===== config.mk =====
export PLATFORM = sky130hd
export DESIGN_NAME = serial_alu
export DESIGN_NICKNAME = d
export VERILOG_FILES = /design/src/rtl/serial_alu_pkg.sv /design/src/rtl/serial_alu_bit_slice.sv /design/src/rtl/serial_alu.sv
export SDC_FILE = /design/constraint.sdc
export NUM_CORES = 1
export LEC_CHECK = 0
export ABC_AREA = 1
export CAP_MARGIN = 20
export CELL_PAD_IN_SITES_DETAIL_PLACEMENT = 0
export CELL_PAD_IN_SITES_GLOBAL_PLACEMENT = 1
export CORE_UTILIZATION = 29
export DETAILED_ROUTE_END_ITERATION = 10
export PLACE_DENSITY_LB_ADDON = 0.2
export SLEW_MARGIN = 20
export SYNTH_ARGS = -nofsm -noshare
export SYNTH_HDL_FRONTEND = slang
export SYNTH_SLANG_ARGS = --single-unit

===== constraint.sdc =====
create_clock -name clk -period 4.5 [get_ports clk]
set_input_delay 0.9 -clock clk [delete_from_list [all_inputs] [get_ports clk]]
set_output_delay 0.9 -clock clk [all_outputs]
set_load 0.05 [all_outputs]

===== src/rtl/serial_alu_pkg.sv =====
// ---------------------------------------------------------------------------
// serial_alu_pkg
// Shared definitions for the bit-serial ALU and its 1-bit slice:
//   - ALU_control codes seen at the serial_alu boundary
//   - 2-bit operation codes understood by alu_bit_slice
//   - FSM state encoding of the serial sequencer
// ---------------------------------------------------------------------------
package serial_alu_pkg;

    // ALU_control = {A_invert, B_invert, op[1:0]}
    typedef enum logic [3:0] {
        ALU_AND = 4'b0000,
        ALU_OR  = 4'b0001,
        ALU_ADD = 4'b0010,
        ALU_SUB = 4'b0110,
        ALU_SLT = 4'b0111,
        ALU_NOR = 4'b1100
    } alu_ctrl_e;

    // Operation codes of the 1-bit slice
    localparam logic [1:0] SLICE_AND = 2'd0;
    localparam logic [1:0] SLICE_OR  = 2'd1;
    localparam logic [1:0] SLICE_ADD = 2'd2;
    localparam logic [1:0] SLICE_SLT = 2'd3;

    typedef enum logic [1:0] {
        ST_IDLE  = 2'd0,
        ST_SHIFT = 2'd1,
        ST_DONE  = 2'd2
    } state_e;

    // True when the slice must produce a carry for this op code
    function automatic logic slice_has_carry(input logic [1:0] op);
        return (op == SLICE_ADD) || (op == SLICE_SLT);
    endfunction

endpackage


===== src/rtl/serial_alu_bit_slice.sv =====
// ---------------------------------------------------------------------------
// alu_bit_slice
// Combinational 1-bit ALU slice.
//   a, b       : operand bits
//   a_invert   : invert a before use
//   b_invert   : invert b before use
//   cin        : carry in
//   op[1:0]    : SLICE_AND / SLICE_OR / SLICE_ADD / SLICE_SLT
//   result     : logic bit or sum bit (SLT also yields the sum bit; the
//                set decision is made by the sequencer at the MSB)
//   cout       : carry out for ADD/SLT, 0 for logic ops
// ---------------------------------------------------------------------------
module alu_bit_slice
    import serial_alu_pkg::*;
(
    input  logic       a,
    input  logic       b,
    input  logic       a_invert,
    input  logic       b_invert,
    input  logic       cin,
    input  logic [1:0] op,
    output logic       result,
    output logic       cout
);

    logic a_eff;
    logic b_eff;
    logic sum;

    assign a_eff = a ^ a_invert;
    assign b_eff = b ^ b_invert;
    assign sum   = a_eff ^ b_eff ^ cin;

    always_comb begin
        result = 1'b0;
        case (op)
            SLICE_AND: result = a_eff & b_eff;
            SLICE_OR:  result = a_eff | b_eff;
            SLICE_ADD: result = sum;
            SLICE_SLT: result = sum;
            default:   result = 1'b0;
        endcase
    end

    assign cout = slice_has_carry(op) &
                  ((a_eff & b_eff) | (a_eff & cin) | (b_eff & cin));

endmodule


===== src/rtl/serial_alu.sv =====
// ---------------------------------------------------------------------------
// serial_alu
// Bit-serial WIDTH-bit ALU: one result bit per clock through alu_bit_slice,
// LSB first, with the carry fed back through a 1-bit register.
//   clk, rst_n    : clock (rising edge), synchronous active-low reset
//   start         : request, only sampled in IDLE
//   ALU_control   : {A_invert, B_invert, op[1:0]}, latched with start
//   src1, src2    : operands, latched with start
//   busy          : high while an operation is in SHIFT/DONE
//   done          : one-cycle pulse, result fields valid
//   result, zero  : registered result and result==0, held until next done
//   cout          : MSB carry-out for ADD/SUB/SLT, else 0
//   overflow      : signed overflow for ADD/SUB, else 0
// ---------------------------------------------------------------------------
module serial_alu
    import serial_alu_pkg::*;
#(
    parameter int WIDTH = 32
) (
    input  logic             clk,
    input  logic             rst_n,
    input  logic             start,
    input  logic [3:0]       ALU_control,
    input  logic [WIDTH-1:0] src1,
    input  logic [WIDTH-1:0] src2,
    output logic             busy,
    output logic             done,
    output logic [WIDTH-1:0] result,
    output logic             zero,
    output logic             cout,
    output logic             overflow
);

    localparam int CW = (WIDTH > 1) ? $clog2(WIDTH) : 1;
    localparam logic [CW-1:0] LAST_BIT = CW'(WIDTH - 1);

    state_e state;
    state_e next_state;
    logic   accept;
    logic   last_bit;

    logic [CW-1:0]    cnt;
    logic             carry;
    logic [3:0]       ctrl;
    logic [WIDTH-1:0] a_sr;
    logic [WIDTH-1:0] b_sr;
    logic [WIDTH-1:0] res_sr;
    logic             c_in_msb;
    logic             cout_msb;
    logic             sum_msb;

    logic [1:0] slice_op;
    logic       slice_res;
    logic       slice_cout;

    logic [WIDTH-1:0] fin_result;
    logic             fin_cout;
    logic             fin_ovf;
    logic             slt_set;

    // SLT runs the adder with B inverted; the set bit is resolved at the MSB
    assign slice_op = (ctrl == ALU_SLT) ? SLICE_ADD : ctrl[1:0];
    assign last_bit = (cnt == LAST_BIT);

    alu_bit_slice u_slice (
        .a        (a_sr[0]),
        .b        (b_sr[0]),
        .a_invert (ctrl[3]),
        .b_invert (ctrl[2]),
        .cin      (carry),
        .op       (slice_op),
        .result   (slice_res),
        .cout     (slice_cout)
    );

    // ---- FSM state register ----
    always_ff @(posedge clk) begin
        if (!rst_n) state <= ST_IDLE;
        else        state <= next_state;
    end

    // ---- FSM next state ----
    always_comb begin
        next_state = state;
        accept     = 1'b0;
        case (state)
            ST_IDLE: begin
                if (start) begin
                    accept     = 1'b1;
                    next_state = ST_SHIFT;
                end
            end
            ST_SHIFT: if (last_bit) next_state = ST_DONE;
            ST_DONE:  next_state = ST_IDLE;
            default:  next_state = ST_IDLE;
        endcase
    end

    // ---- control: counter, carry, output registers ----
    always_ff @(posedge clk) begin
        if (!rst_n) begin
            cnt      <= '0;
            carry    <= 1'b0;
            busy     <= 1'b0;
            done     <= 1'b0;
            result   <= '0;
            zero     <= 1'b0;
            cout     <= 1'b0;
            overflow <= 1'b0;
        end else begin
            done <= 1'b0;
            if (accept) begin
                cnt   <= '0;
                carry <= ALU_control[2];   // B_invert supplies the +1 of two's complement
                busy  <= 1'b1;
            end else if (state == ST_SHIFT) begin
                if (!last_bit) cnt <= cnt + 1'b1;
                carry <= slice_cout;
            end else if (state == ST_DONE) begin
                busy     <= 1'b0;
                done     <= 1'b1;
                result   <= fin_result;
                zero     <= (fin_result == '0);
                cout     <= fin_cout;
                overflow <= fin_ovf;
            end
        end
    end

    // ---- datapath: operand/result shift registers and MSB capture ----
    always_ff @(posedge clk) begin
        if (accept) begin
            a_sr <= src1;
            b_sr <= src2;
            ctrl <= ALU_control;
        end else if (state == ST_SHIFT) begin
            a_sr   <= a_sr >> 1;
            b_sr   <= b_sr >> 1;
            res_sr <= {slice_res, res_sr[WIDTH-1:1]};
            if (last_bit) begin
                c_in_msb <= carry;
                cout_msb <= slice_cout;
                sum_msb  <= slice_res;
            end
        end
    end

    // ---- result formatting in DONE ----
    // Signed less-than corrected for overflow: sign ^ overflow
    assign slt_set = sum_msb ^ (c_in_msb ^ cout_msb);

    always_comb begin
        fin_result = '0;
        fin_cout   = 1'b0;
        fin_ovf    = 1'b0;
        case (ctrl)
            ALU_ADD, ALU_SUB: begin
                fin_result = res_sr;
                fin_cout   = cout_msb;
                fin_ovf    = c_in_msb ^ cout_msb;
            end
            ALU_SLT: begin
                fin_result = {{(WIDTH-1){1'b0}}, slt_set};
                fin_cout   = cout_msb;
            end
            ALU_AND, ALU_OR, ALU_NOR: fin_result = res_sr;
            default: ;
        endcase
    end

endmodule


Yosys cells after proc, flatten, opt, wreduce, memory -nomap -nowiden. Index checks and enable logic that the tools add are counted.

Flip-flop bits (word level): 148. Logic and storage cells: 87. Input port bits: 71. Output and inout bits: 37.

Multiplexer cells: 20. Equality and inequality tests: 14. $add $sub $neg: 1. Reduce and logical (&&, ||, !) cells: 19. Bitwise logic cells: 17.

Operator list (number): $mux W32 (4); $pmux W32 S2 (1); $logic_not A32 Y1 (1); $mux W1 (10); $eq A4 B3 Y1 const B (2); $reduce_and A2 Y1 (4); $eq A2 B2 Y1 const B (3); $mux W2 (3); $ne A2 B2 Y1 const B (3); $reduce_and A3 Y1 (2); $reduce_or A2 Y1 (3); $reduce_or A3 Y1 (2); $xor A1 B1 Y1 (6); $add A5 B1 Y5 const B (1); $eq A5 B5 Y1 const B (1); $reduce_or A5 Y1 (1); $and A1 B1 Y1 (4); $eq A2 B1 Y1 const B (2); $eq A4 B1 Y1 const B (1); $eq A4 B2 Y1 const B (1); $eq A4 B4 Y1 const B (1); $logic_not A2 Y1 (2); $logic_not A4 Y1 (1); $not A1 Y1 (4); 5 further kinds (8).

Logic depth before layout (Yosys ltp).
Depth in word-level cells: 7. Gate-level depth with buffers: 12. Gate-level depth less buffers: 11.

Cells and area by module. From an unflattened synthesis, not the netlist that was laid out.

Cells, all modules: 534. Area total of the unflattened synthesis: 5803.1 um2.

By module, submodules not included: serial_alu (times used 1, cells an instance 517, sequential area each 3993.8 um2, area an instance 5691.7 um2); alu_bit_slice (times used 1, cells an instance 17, sequential area each 0.0 um2, area an instance 111.4 um2).

Worst setup path after synthesis. Ideal clock, no wire load.

Path kind: reg2reg. Start: register state[0]. End: register a_sr[0], enable pin. Arrival: 3539 ps. Cell stages (with the launch flop): 5. Data required time: 4076 ps. Setup slack: 537 ps. Library setup time: 424 ps. Path through: dfxtp_1 -> inv_1 -> nor2_1 -> inv_1 -> nand2_1.

Word-level cells in the longest chain between the ends: 3. Elaborated cells on any way between the ends: 4. Classes of those cells: eq/ne (1); mux (1); reduce/logical (2).

RTL lines: from (decl) (line serial_alu.sv:37) `state_e state;`; from (signal assigned) (line serial_alu.sv:79) `else state <= next_state;`; $logic_not A2 Y1 (line serial_alu.sv:86) `case (state)`; $mux W1 (line serial_alu.sv:86); $reduce_bool A2 Y1 (no line) *; to (signal assigned) (line serial_alu.sv:133) `a_sr <= src1;`; to (signal assigned) (line serial_alu.sv:137) `a_sr <= a_sr >> 1;`; to (decl) (line serial_alu.sv:45) `logic [WIDTH-1:0] a_sr;`.

Mark *: on every way between the ends. The rest lies on a longest branch, timed or not. A chain may end at the register's enable or synchronous reset.

Worst setup path after layout.
Start: register cout. End: output port cout.

RTL lines: from (decl) (line serial_alu.sv:30) `output logic cout,`; from (signal assigned) (line serial_alu.sv:124) `cout <= fin_cout;`.

No word-level cell between the ends.

==> out/summary.txt <==
Status = finished, final reports clean
Library cells used by synthesis = 27
Kind of critical path = flip-flop to primary output
CP required = 3600 ps
Clock Tree Buf Depth = 2
Slew @ Worst Pin = 671 ps
Fin Clk Skew = 9.64 ps
Share of layout cells above drive strength 1 = 0.0729
TritonCTS clock tree = yes
Layout Utilization = 0.397
Via-to-Cell Ratio = 4.37
Port bufs = 107
Power Dens Cells = 434 mW/mm2
Seq pwr share = 0.487
Stages on worst setup path = 1
FF-to-FF path depth = 5
Final instance area = 0.00774 mm2
DP HPWL = 7870 um
# clock sinks = 148
Max transition margin = 0.552
Most frequent cells in the layout = nand2_1 (239), clkdlybuf4s50_1 (107), edfxtp_1 (103)
CORE AREA = 0.0195 mm2
Post-synthesis sequential area ratio = 0.692
DIE HEIGHT = 143 um
Final count of pins violating max slew = 0
Crit path cell chain = clkdlybuf4s50_1
Global-route wire length before repair = 19500 um
Clk slew on worst S/H paths = 60 ps
Final Hold Viols = 0
DRT antenna net count = 0
Fmax = 398 MHz
GRT Total Usage = 0.125
Final setup viols = 0
Post-CTS sizing = 0
EDFF count, synth = 103
Peak supply drop = 274 uV
R2r setup slk = 2250 ps
Max Cap Viol = 0
Post-Syn Area = 0.00577 mm2
CP Capture Point = cout
Fraction of power consumed by the clock network = 0.431
Non-Filler Instances = 923
Comb power frac = 0.082
GRT overflow = 0
Clock latency on the worst-skew pair = 420 ps
Crit path from = cout$_SDFFE_PN0P_
Max H-tree Level = 4
Synth Register Bits = 148
Crit. End Element = primary output
Net Count, Synth = 612
Iteration-0 DRC count of the detailed router = 179
Reg2Reg Capture Point = a_sr[31]$_SDFFCE_PN0P_
Post-CTS setup repair buffer count = 0
Sum Neg Setup Slack = 0 ps
Post-Synthesis Cells = 536
Drt drc = 0
First-pass detailed-route iteration total = 4
Pin count of the biggest net entering global routing = 70
Ports = 108
Die width = 143 um
Critical path's largest stage delay = 830 ps
Root buffer cell = clkbuf_16
Asr flop ratio synth = 0
Minimum clock period = 2520 ps
Worst-path fanout max = 2
Tightest Hold Check Type = flip-flop to flip-flop
Final #Nets = 721
Placement Cell Area = 0.00713 mm2
Top delay family on crit path = buffers and inverters
Initial antenna violation count = 1
Placed Cells = 891
Synth-to-Final Area Change = 34.0%
CTS Hold Bufs = 0
Num CTS Buffers = 17
Routed via count = 4029
Die ar. = 0.0205 mm2
Switching share of total power = 0.220
Nature of the critical path startpoint = flip-flop
Critical path's slowest cell = clkdlybuf4s50_1
DRT Wirelength = 12000 um
Starting Density = 0.297
Leak = 0.00305 uW
Post-synthesis average cell area = 10.8 um2
Final Wtd Congestion = 0.753
Critical Path AT = 1620 ps
Period utilisation layout = 0.559
Cell Int Power = 2620 uW
Commonest non-fill, non-tap cell in the layout = nand2_1
Ant diodes = 0
Worst path bufs/invs = 1
Vias in the first global route = 3897
RSZ-0062 raised after global routing = false
Main synth FF type = edfxtp_1
DR WL/cell = 13.0 um
# rows = 51
RR Startpoint = state[1]$_SDFFE_PN0P_
Switch Pwr = 740 uW
Syn. warnings = 0
==> layout make-up <==
type,count,area [um2]
clock buffer,24,514
timing repair buffer,114,1120
clock inverter,8,95.1
fill,1884,11700
sequential,148,3990
multi-input combinational,340,1590
inverter,24,90.1
tap,265,332
==> registers in the layout (all words and copies together), names as in the netlist <==
signal	cells
a_sr	32
b_sr	32
busy	1
c_in_msb	1
carry	1
cnt	5
cout	1
cout_msb	1
ctrl	4
done	1
overflow	1
res_sr	32
result	32
state	2
sum_msb	1
zero	1
==> logic make-up after synthesis <==
family                   after synthesis  share of synthesized area
AND/OR/NAND/NOR                      278                      0.189
adder cells (fa/ha/maj)                5                     0.0121
XOR/XNOR                               2                    0.00303
buffers and inverters                 48                     0.0360
flip-flops                           148                      0.692
AO/OA/AOI/OAI                         55                     0.0678
==> layer usage <==
layer	vias to the layer above	share of wire	global-route usage
li1	2023	-	-
met5	-	0.00092	0
met3	22	0.056	0.0406
met1	1877	0.49	0.165
met4	2	0.017	0.0543
met2	105	0.44	0.188
==> metrics by stage <==
| step | total power, uW | hold WS, ps | worst slack (ps) |
|---|---|---|---|
| global route | 3500 | 473 | 1940 |
| finish | 3360 | 458 | 1980 |
| floorplan | 1830 | 427 | 537 |
| detailed placement | 1950 | 449 | 1660 |
| CTS | 3410 | 457 | 1960 |
| global placement | 1940 | 445 | 1700 |
==> how the worst min path moves through the flow <==
stage	from	end	slack, ps	cells past startpoint
after floorplan	res_sr[1]$_DFFE_PP_	res_sr[0]$_DFFE_PP_	430	0
after global placement	result[1]$_SDFFE_PN0P_	result[1]$_SDFFE_PN0P_	440	2
after detailed placement	res_sr[6]$_DFFE_PP_	res_sr[5]$_DFFE_PP_	450	0
after CTS	res_sr[6]$_DFFE_PP_	res_sr[5]$_DFFE_PP_	460	0
after global routing	res_sr[6]$_DFFE_PP_	res_sr[5]$_DFFE_PP_	470	0
final	result[4]$_SDFFE_PN0P_	result[4]$_SDFFE_PN0P_	460	2
==> cells in the mapped netlist (2+ instances only) <==
cell type / n / area share
xnor2_1: 2 / 0.0030
ha_1: 4 / 0.0087
nor3_1: 6 / 0.0052
o21ai_0: 17 / 0.015
buf_6: 2 / 0.0039
inv_1: 24 / 0.016
a32o_1: 21 / 0.036
buf_2: 10 / 0.0087
edfxtp_1: 103 / 0.54
clkbuf_1: 7 / 0.0046
nand3_1: 8 / 0.0069
a21oi_1: 8 / 0.0069
buf_1: 5 / 0.0033
nor2_1: 17 / 0.011
nand2_1: 240 / 0.16
dfxtp_1: 45 / 0.16
o21ai_1: 5 / 0.0043
nand2_2: 3 / 0.0033
==> power by group through the flow <==
stage	Clock, uW	Combinational (uW)	Sequential (uW)
2_1_floorplan	0	169	1660
6_report	1450	277	1640
4_1_cts	1480	286	1640
5_1_grt	1540	320	1650
3_5_place_dp	0	285	1660
3_3_place_gp	0	279	1660
Note: power is estimated with default switching activity, not from simulation.
